### src/rtl/score_keeper.sv
// Pong game-flow controller: serve / play / point / game-over sequencing and score registers.
// Optional build macro SCORE_WIN_BY_TWO_EN selects the win-by-two rule with overflow-ends-game.
module score_keeper #(
    parameter logic [7:0] WIN_SCORE    = 8'd9,
    parameter int         SERVE_FRAMES = 60,
    parameter int         HOLD_FRAMES  = 30,
    parameter int         CNT_W        = 8
) (
    input  logic       clk,
    input  logic       reset,
    input  logic       START,
    input  logic       FRAME_TICK,
    input  logic       P1_POINT,
    input  logic       P2_POINT,
    output logic [7:0] PLAYER_ONE,
    output logic [7:0] PLAYER_TWO,
    output logic       BALL_EN,
    output logic       SERVE_DIR,
    output logic       GAME_OVER,
    output logic       WINNER
);

    typedef enum logic [2:0] {
        ST_IDLE  = 3'd0,
        ST_SERVE = 3'd1,
        ST_PLAY  = 3'd2,
        ST_POINT = 3'd3,
        ST_OVER  = 3'd4
    } state_t;

    localparam logic [CNT_W-1:0] SERVE_LD = CNT_W'(SERVE_FRAMES);
    localparam logic [CNT_W-1:0] HOLD_LD  = CNT_W'(HOLD_FRAMES);
    localparam logic [CNT_W-1:0] CNT_ONE  = CNT_W'(1);

    state_t           state_r, state_s;
    logic [CNT_W-1:0] cnt_r, cnt_s;
    logic [7:0]       p1_s, p2_s, p1_inc_s, p2_inc_s;
    logic             dir_s, winner_s, p1_win_s, p2_win_s;

    function automatic logic [7:0] sat_inc(input logic [7:0] v);
        return (v >= 8'd99) ? 8'd99 : v + 8'd1;
    endfunction

    // Candidate scores and whether a sole point to each player ends the game
    always_comb begin
        p1_inc_s = sat_inc(PLAYER_ONE);
        p2_inc_s = sat_inc(PLAYER_TWO);
`ifdef SCORE_WIN_BY_TWO_EN
        // A score already at 99 cannot grow, so the next point decides the game outright
        p1_win_s = (PLAYER_ONE == 8'd99) ||
                   ((p1_inc_s >= WIN_SCORE) && ({1'b0, p1_inc_s} >= ({1'b0, PLAYER_TWO} + 9'd2)));
        p2_win_s = (PLAYER_TWO == 8'd99) ||
                   ((p2_inc_s >= WIN_SCORE) && ({1'b0, p2_inc_s} >= ({1'b0, PLAYER_ONE} + 9'd2)));
`else
        p1_win_s = (p1_inc_s == WIN_SCORE);
        p2_win_s = (p2_inc_s == WIN_SCORE);
`endif
    end

    // Next-state and next-register values; START restarts the game from any state
    always_comb begin
        state_s  = state_r;
        cnt_s    = cnt_r;
        p1_s     = PLAYER_ONE;
        p2_s     = PLAYER_TWO;
        dir_s    = SERVE_DIR;
        winner_s = WINNER;
        if (START) begin
            p1_s    = 8'd0;
            p2_s    = 8'd0;
            cnt_s   = SERVE_LD;
            state_s = ST_SERVE;
        end else begin
            case (state_r)
                ST_IDLE: begin
                    state_s = ST_IDLE;
                end
                ST_SERVE, ST_POINT: begin
                    if (cnt_r == '0) begin
                        if (state_r == ST_SERVE) begin
                            state_s = ST_PLAY;
                        end else begin
                            cnt_s   = SERVE_LD;
                            state_s = ST_SERVE;
                        end
                    end else if (FRAME_TICK) begin
                        cnt_s = cnt_r - CNT_ONE;
                    end else begin
                        cnt_s = cnt_r;
                    end
                end
                ST_PLAY: begin
                    if (P1_POINT && P2_POINT) begin
                        cnt_s   = HOLD_LD;
                        state_s = ST_POINT;
                    end else if (P1_POINT) begin
                        p1_s  = p1_inc_s;
                        dir_s = 1'b1;
                        if (p1_win_s) begin
                            winner_s = 1'b0;
                            state_s  = ST_OVER;
                        end else begin
                            cnt_s   = HOLD_LD;
                            state_s = ST_POINT;
                        end
                    end else if (P2_POINT) begin
                        p2_s  = p2_inc_s;
                        dir_s = 1'b0;
                        if (p2_win_s) begin
                            winner_s = 1'b1;
                            state_s  = ST_OVER;
                        end else begin
                            cnt_s   = HOLD_LD;
                            state_s = ST_POINT;
                        end
                    end else begin
                        state_s = ST_PLAY;
                    end
                end
                ST_OVER: begin
                    state_s = ST_OVER;
                end
                default: begin
                    state_s = ST_IDLE;
                end
            endcase
        end
    end

    // State, countdown and all outputs registered together from the next-state values
    always_ff @(posedge clk) begin
        if (reset) begin
            state_r    <= ST_IDLE;
            cnt_r      <= '0;
            PLAYER_ONE <= 8'd0;
            PLAYER_TWO <= 8'd0;
            BALL_EN    <= 1'b0;
            SERVE_DIR  <= 1'b0;
            GAME_OVER  <= 1'b0;
            WINNER     <= 1'b0;
        end else begin
            state_r    <= state_s;
            cnt_r      <= cnt_s;
            PLAYER_ONE <= p1_s;
            PLAYER_TWO <= p2_s;
            BALL_EN    <= (state_s == ST_PLAY);
            SERVE_DIR  <= dir_s;
            GAME_OVER  <= (state_s == ST_OVER);
            WINNER     <= winner_s;
        end
    end

endmodule

### config.mk
export PLATFORM = sky130hd
export DESIGN_NAME = score_keeper
export DESIGN_NICKNAME = d
export VERILOG_FILES = /design/src/rtl/score_keeper.sv
export SDC_FILE = /design/constraint.sdc
export NUM_CORES = 1
export LEC_CHECK = 0
export ABC_CLOCK_PERIOD_IN_PS = 3890
export BUFFER_PORTS_ARGS = -buffer_cell sky130_fd_sc_hd__buf_2
export CORE_MARGIN = 3
export CORE_UTILIZATION = 40
export CTS_CLUSTER_SIZE = 24
export DETAILED_ROUTE_END_ITERATION = 8
export SYNTH_ARGS = -nofsm -noshare
export SYNTH_HDL_FRONTEND = slang
export SYNTH_SLANG_ARGS = --single-unit
### constraint.sdc
create_clock -name clk -period 3.89 [get_ports clk]
set_clock_uncertainty 0.05 [all_clocks]
set_input_delay 0.778 -clock clk [delete_from_list [all_inputs] [get_ports clk]]
set_output_delay 0.778 -clock clk [all_outputs]
set_load 0.1 [all_outputs]
==> metrics list <==
- Root buffer selected by CTS: sky130_fd_sc_hd__clkbuf_8
* Clock network fraction of design power: 37.3%
* Slack of the worst reg-to-reg path: 1.61 ns
* Vert. Die Dim: 73.8 um
* Wirelength per Cell: 15.7 um
- Share of the clock period used by the worst path after layout: 58.7%
- In this run the cell area measured after placement is 2000 um^2.
- Type of the setup path with the least slack: reg2reg
- Global-route wire length before repair: 8.22 mm
- The startpoint identified for the worst register-to-register timing path is cnt_r[0].
- Based on the critical path, the design can be clocked at up to 438 MHz.
* Vias per std cell: 6.11
* Max Cap Violations: 0
* Worst setup margin: 1.61 ns
* RSZ-0062 raised after global routing: no
- NetSw: 0.188 mW
- For this run, design rule violations remaining after detail routing come to 0.
- Highest metal layer used by the detailed router: met4
* WL final: 4.77 mm
* WP data required: 4.04 ns
* Worst r2r dst: cnt_r[3]
- Share of flip-flops with an asynchronous set or reset after synthesis: 0%
* Crit start category: flop
- In this design, the stage delay of the slowest critical-path cell is 0.47 ns.
- Net switching is 28.0% of the power.
- CP cell instances: inv_1 -> ha_1 -> nor3b_2 -> a222oi_1 -> a211oi_2 -> or4b_1 -> a211oi_1
* Kind of end point of the critical path: flop
- In this run the tool buffered the top-level ports with 25 buffer cells.
- Data on the critical path arrives at its endpoint at 2.44 ns.
- The final number of hold-violating endpoints came to 0.
* Clock buffer depth: 2
- Counting instances, the worst hold path has a depth of 2.
- Overall power consumption: 0.671 mW
* Initial DRT Pass Iterations: 4
- The clock period could shrink to 2.28 ns.
* Via count of the first global-routing pass: 1722
- Largest fanout on the critical path: 6
* Pwr Density: 322 nW/um^2
* Post-synth design cell area: 1840 um^2
- The post-route netlist has 20.3% of its cells at a drive strength greater than 1.
- Synthesized netlist cell count: 225
- The Yosys step of the flow raised 0 warnings.
* Starting density of the core: 41.9%
* Count of hold buffers inserted by post-cts repair: 0
* Area contributors post-synth: sky130_fd_sc_hd__dfxtp_1 34%, sky130_fd_sc_hd__nor2_1 4.9%, sky130_fd_sc_hd__o21ai_0 4.4%
- Post-CTS repair changed the size of 0 cells.
* Worst skew pair latency: 0.29 ns
- When the netlist entered floorplanning its net count stood at 234.
- Number of enable flip-flop cells after synthesis: 0
- Worst IR Drop VDD: 175 uV
* Portion of the post-synthesis area used by sequential elements: 33.8%
* Antenna Diode Count: 0
- For the pin with the worst max-slew slack, the measured transition is 0.741 ns.
- Initial antenna violation count: 0
* Yosys cell types: 58
- The internal portion of the total power is 0.483 mW.
- Relative slew slack: 50.4%
- The final count of pins violating max slew was 0.
* Met2 wire length: 2.07 mm
* Final weighted congestion of routability-driven global placement: 0.833
- Result of the run: complete, no violations
- In this run the count of I/O pins placed on the die edge is 26.
- Sequential cells account for 50.4% of the total power.
- Avg Inst Size Synth: 8.17 um^2
- For this design the static power due to leakage is 0.815 nW.
- Num CTS Buffers: 5
- Relative to the synthesized area, the layout overhead comes to 13.3%.
* Antenna viol nets, final: 0
- The clock net in this run drives a total of 31 sinks.
- Worst min-delay path class: reg2reg
- Fraction of post-synthesis cell area in the top cell type by area: 33.8%
* Layout filler cell count: 445
* Number of cell rows: 24
- Setup violations remaining at the end of the flow were counted as 0.
* Clock tree from TritonCTS: built
* Number of vias in the routed layout: 1850
- Pin count of the biggest net entering global routing: 17
- For this run, the leading register cell type out of synthesis is sky130_fd_sc_hd__dfxtp_1.
- Post-Layout Inst Area: 2080 um^2
- Global routing finished with a remaining overflow of 0.
- Number of H-tree branching levels: 2
* Layout Utilization: 47.5%
- Pre-CTS setup slack: 1.47 ns
* Number of design-rule violations left by the first detailed-router iteration: 116
* Endpoint with the worst hold slack: SERVE_DIR
* Synth Register Bits: 31
- Across every metal layer, demand over resource in global routing totals 19.3%.
- Setup TNS: 0 ns
- In this run the most critical hold path is launched from SERVE_DIR.
- The net count of the finished layout is 259.
* Placeable core region: 4380 um^2
* Die Outline Area: 5440 um^2
- Summed over all nets, the half-perimeter wirelength after detailed placement is 3.33 mm.
- In this run the horizontal extent of the chip is 73.8 um.
- Clock transition at the registers of the reported paths: 0.07 ns
- Wire segments on met3 add up to 255 um in the final route.
- Worst Reg2Reg Path Length in Cells: 7
* Slowest cell on the critical path: sky130_fd_sc_hd__or4b_1
* Wire length the detailed router placed on met1: 2.42 mm
- The number of setup buffers added after CTS is 0.
- The largest total area in the synthesized netlist belongs to sky130_fd_sc_hd__dfxtp_1.
- Combinational logic is responsible for 12.3% of the overall power.
==> worst max path at each step <==
stage | start | endpoint | slack (ns) | depth (start not counted)
after floorplan | PLAYER_ONE[0] | WINNER | 1.18 | 6
after global placement | P1_POINT | cnt_r[0] | 1.48 | 6
after detailed placement | P1_POINT | WINNER | 1.47 | 6
after CTS | cnt_r[0] | cnt_r[3] | 1.63 | 7
after global routing | cnt_r[0] | cnt_r[3] | 1.44 | 7
final | cnt_r[0] | cnt_r[3] | 1.61 | 7
==> state kept, by name (all words and copies together) (netlist names) <==
| register | cells |
|---|---|
| WINNER | 1 |
| PLAYER_ONE | 8 |
| PLAYER_TWO | 8 |
| cnt_r | 8 |
| GAME_OVER | 1 |
| SERVE_DIR | 1 |
| state_r | 3 |
| BALL_EN | 1 |
==> critical path: cells and delay by family, from the launching register on <==
family          cells  cell delay [ns]
compound gates      3             0.64
fa+ha+maj           1             0.27
buf+inv             1             0.09
flops               1             0.31
simple gates        2             0.85
==> cell usage in the layout, fill, tap and decap left out, drive strengths merged, types with 5 or more instances in the layout <==
cell    count
a211oi      7
a21oi      15
a31o        5
buf        25
clkbuf      7
dfxtp      31
inv         5
nand2      14
nand3       8
nand3b      5
nor2       24
nor3        8
nor4        6
o21ai      17
or3         5
or4         5
==> power groups by stage <==
stage / sequential, mW / combinational, mW / clock (mW)
after global routing: 0.340 / 0.0920 / 0.272
final: 0.338 / 0.0826 / 0.250
after detailed placement: 0.345 / 0.0811 / 0
after CTS: 0.338 / 0.0815 / 0.260
after floorplan: 0.344 / 0.0613 / 0
after global placement: 0.345 / 0.0823 / 0
==> Yosys cell counts, types with 3 or more instances <==
cell type                  instances
sky130_fd_sc_hd__a31oi_1           4
sky130_fd_sc_hd__inv_1             5
sky130_fd_sc_hd__a211oi_1          5
sky130_fd_sc_hd__clkbuf_1          6
sky130_fd_sc_hd__a31o_2            5
sky130_fd_sc_hd__nand3b_1          5
sky130_fd_sc_hd__o21ai_0          16
sky130_fd_sc_hd__nor4_1            5
sky130_fd_sc_hd__nor2_1           24
sky130_fd_sc_hd__or4_1             4
sky130_fd_sc_hd__ha_1              3
sky130_fd_sc_hd__a21oi_1          15
sky130_fd_sc_hd__nor3b_2           3
sky130_fd_sc_hd__nand3_1           8
sky130_fd_sc_hd__and3_1            4
sky130_fd_sc_hd__nor3_1            8
sky130_fd_sc_hd__nor2b_1           4
sky130_fd_sc_hd__nor4b_1           4
sky130_fd_sc_hd__or3_1             5
sky130_fd_sc_hd__dfxtp_1          31
sky130_fd_sc_hd__nand2_1          14
==> area by class of cell <==
cell class / instances / area, um^2 / share of cell area (%)
clock inverters: 1 / 5.00 / 0.240
clock buffers: 7 / 76.3 / 3.67
flip-flops and latches: 31 / 621 / 29.8
repair buffers: 25 / 125 / 6.01
multi-input cells: 182 / 1170 / 56.2
well taps: 52 / 65.1 / 3.12
inverters: 5 / 18.8 / 0.901
==> per-layer routing <==
layer / vias to the layer above / global-route usage [%]
met2: 60 / 27.5
met3: 2 / 4.51
li1: 915 / -
met5: - / 0
met4: 0 / 6.64
met1: 873 / 28.1
==> per-stage QoR <==
stage,cells,hold WS (ns)
after global placement,295,0.425
after floorplan,225,0.416
final,303,0.439
after detailed placement,295,0.435
after CTS,303,0.445
after global routing,303,0.461
==> cell families after synthesis <==
family	Yosys count	synth area share, %
flops	31	33.8
mux	1	0.613
buf+inv	12	2.52
simple gates	106	34.2
fa+ha+maj	3	2.04
xor+xnor	2	0.953
compound gates	70	25.9
Note: power is estimated with default switching activity, not from simulation.
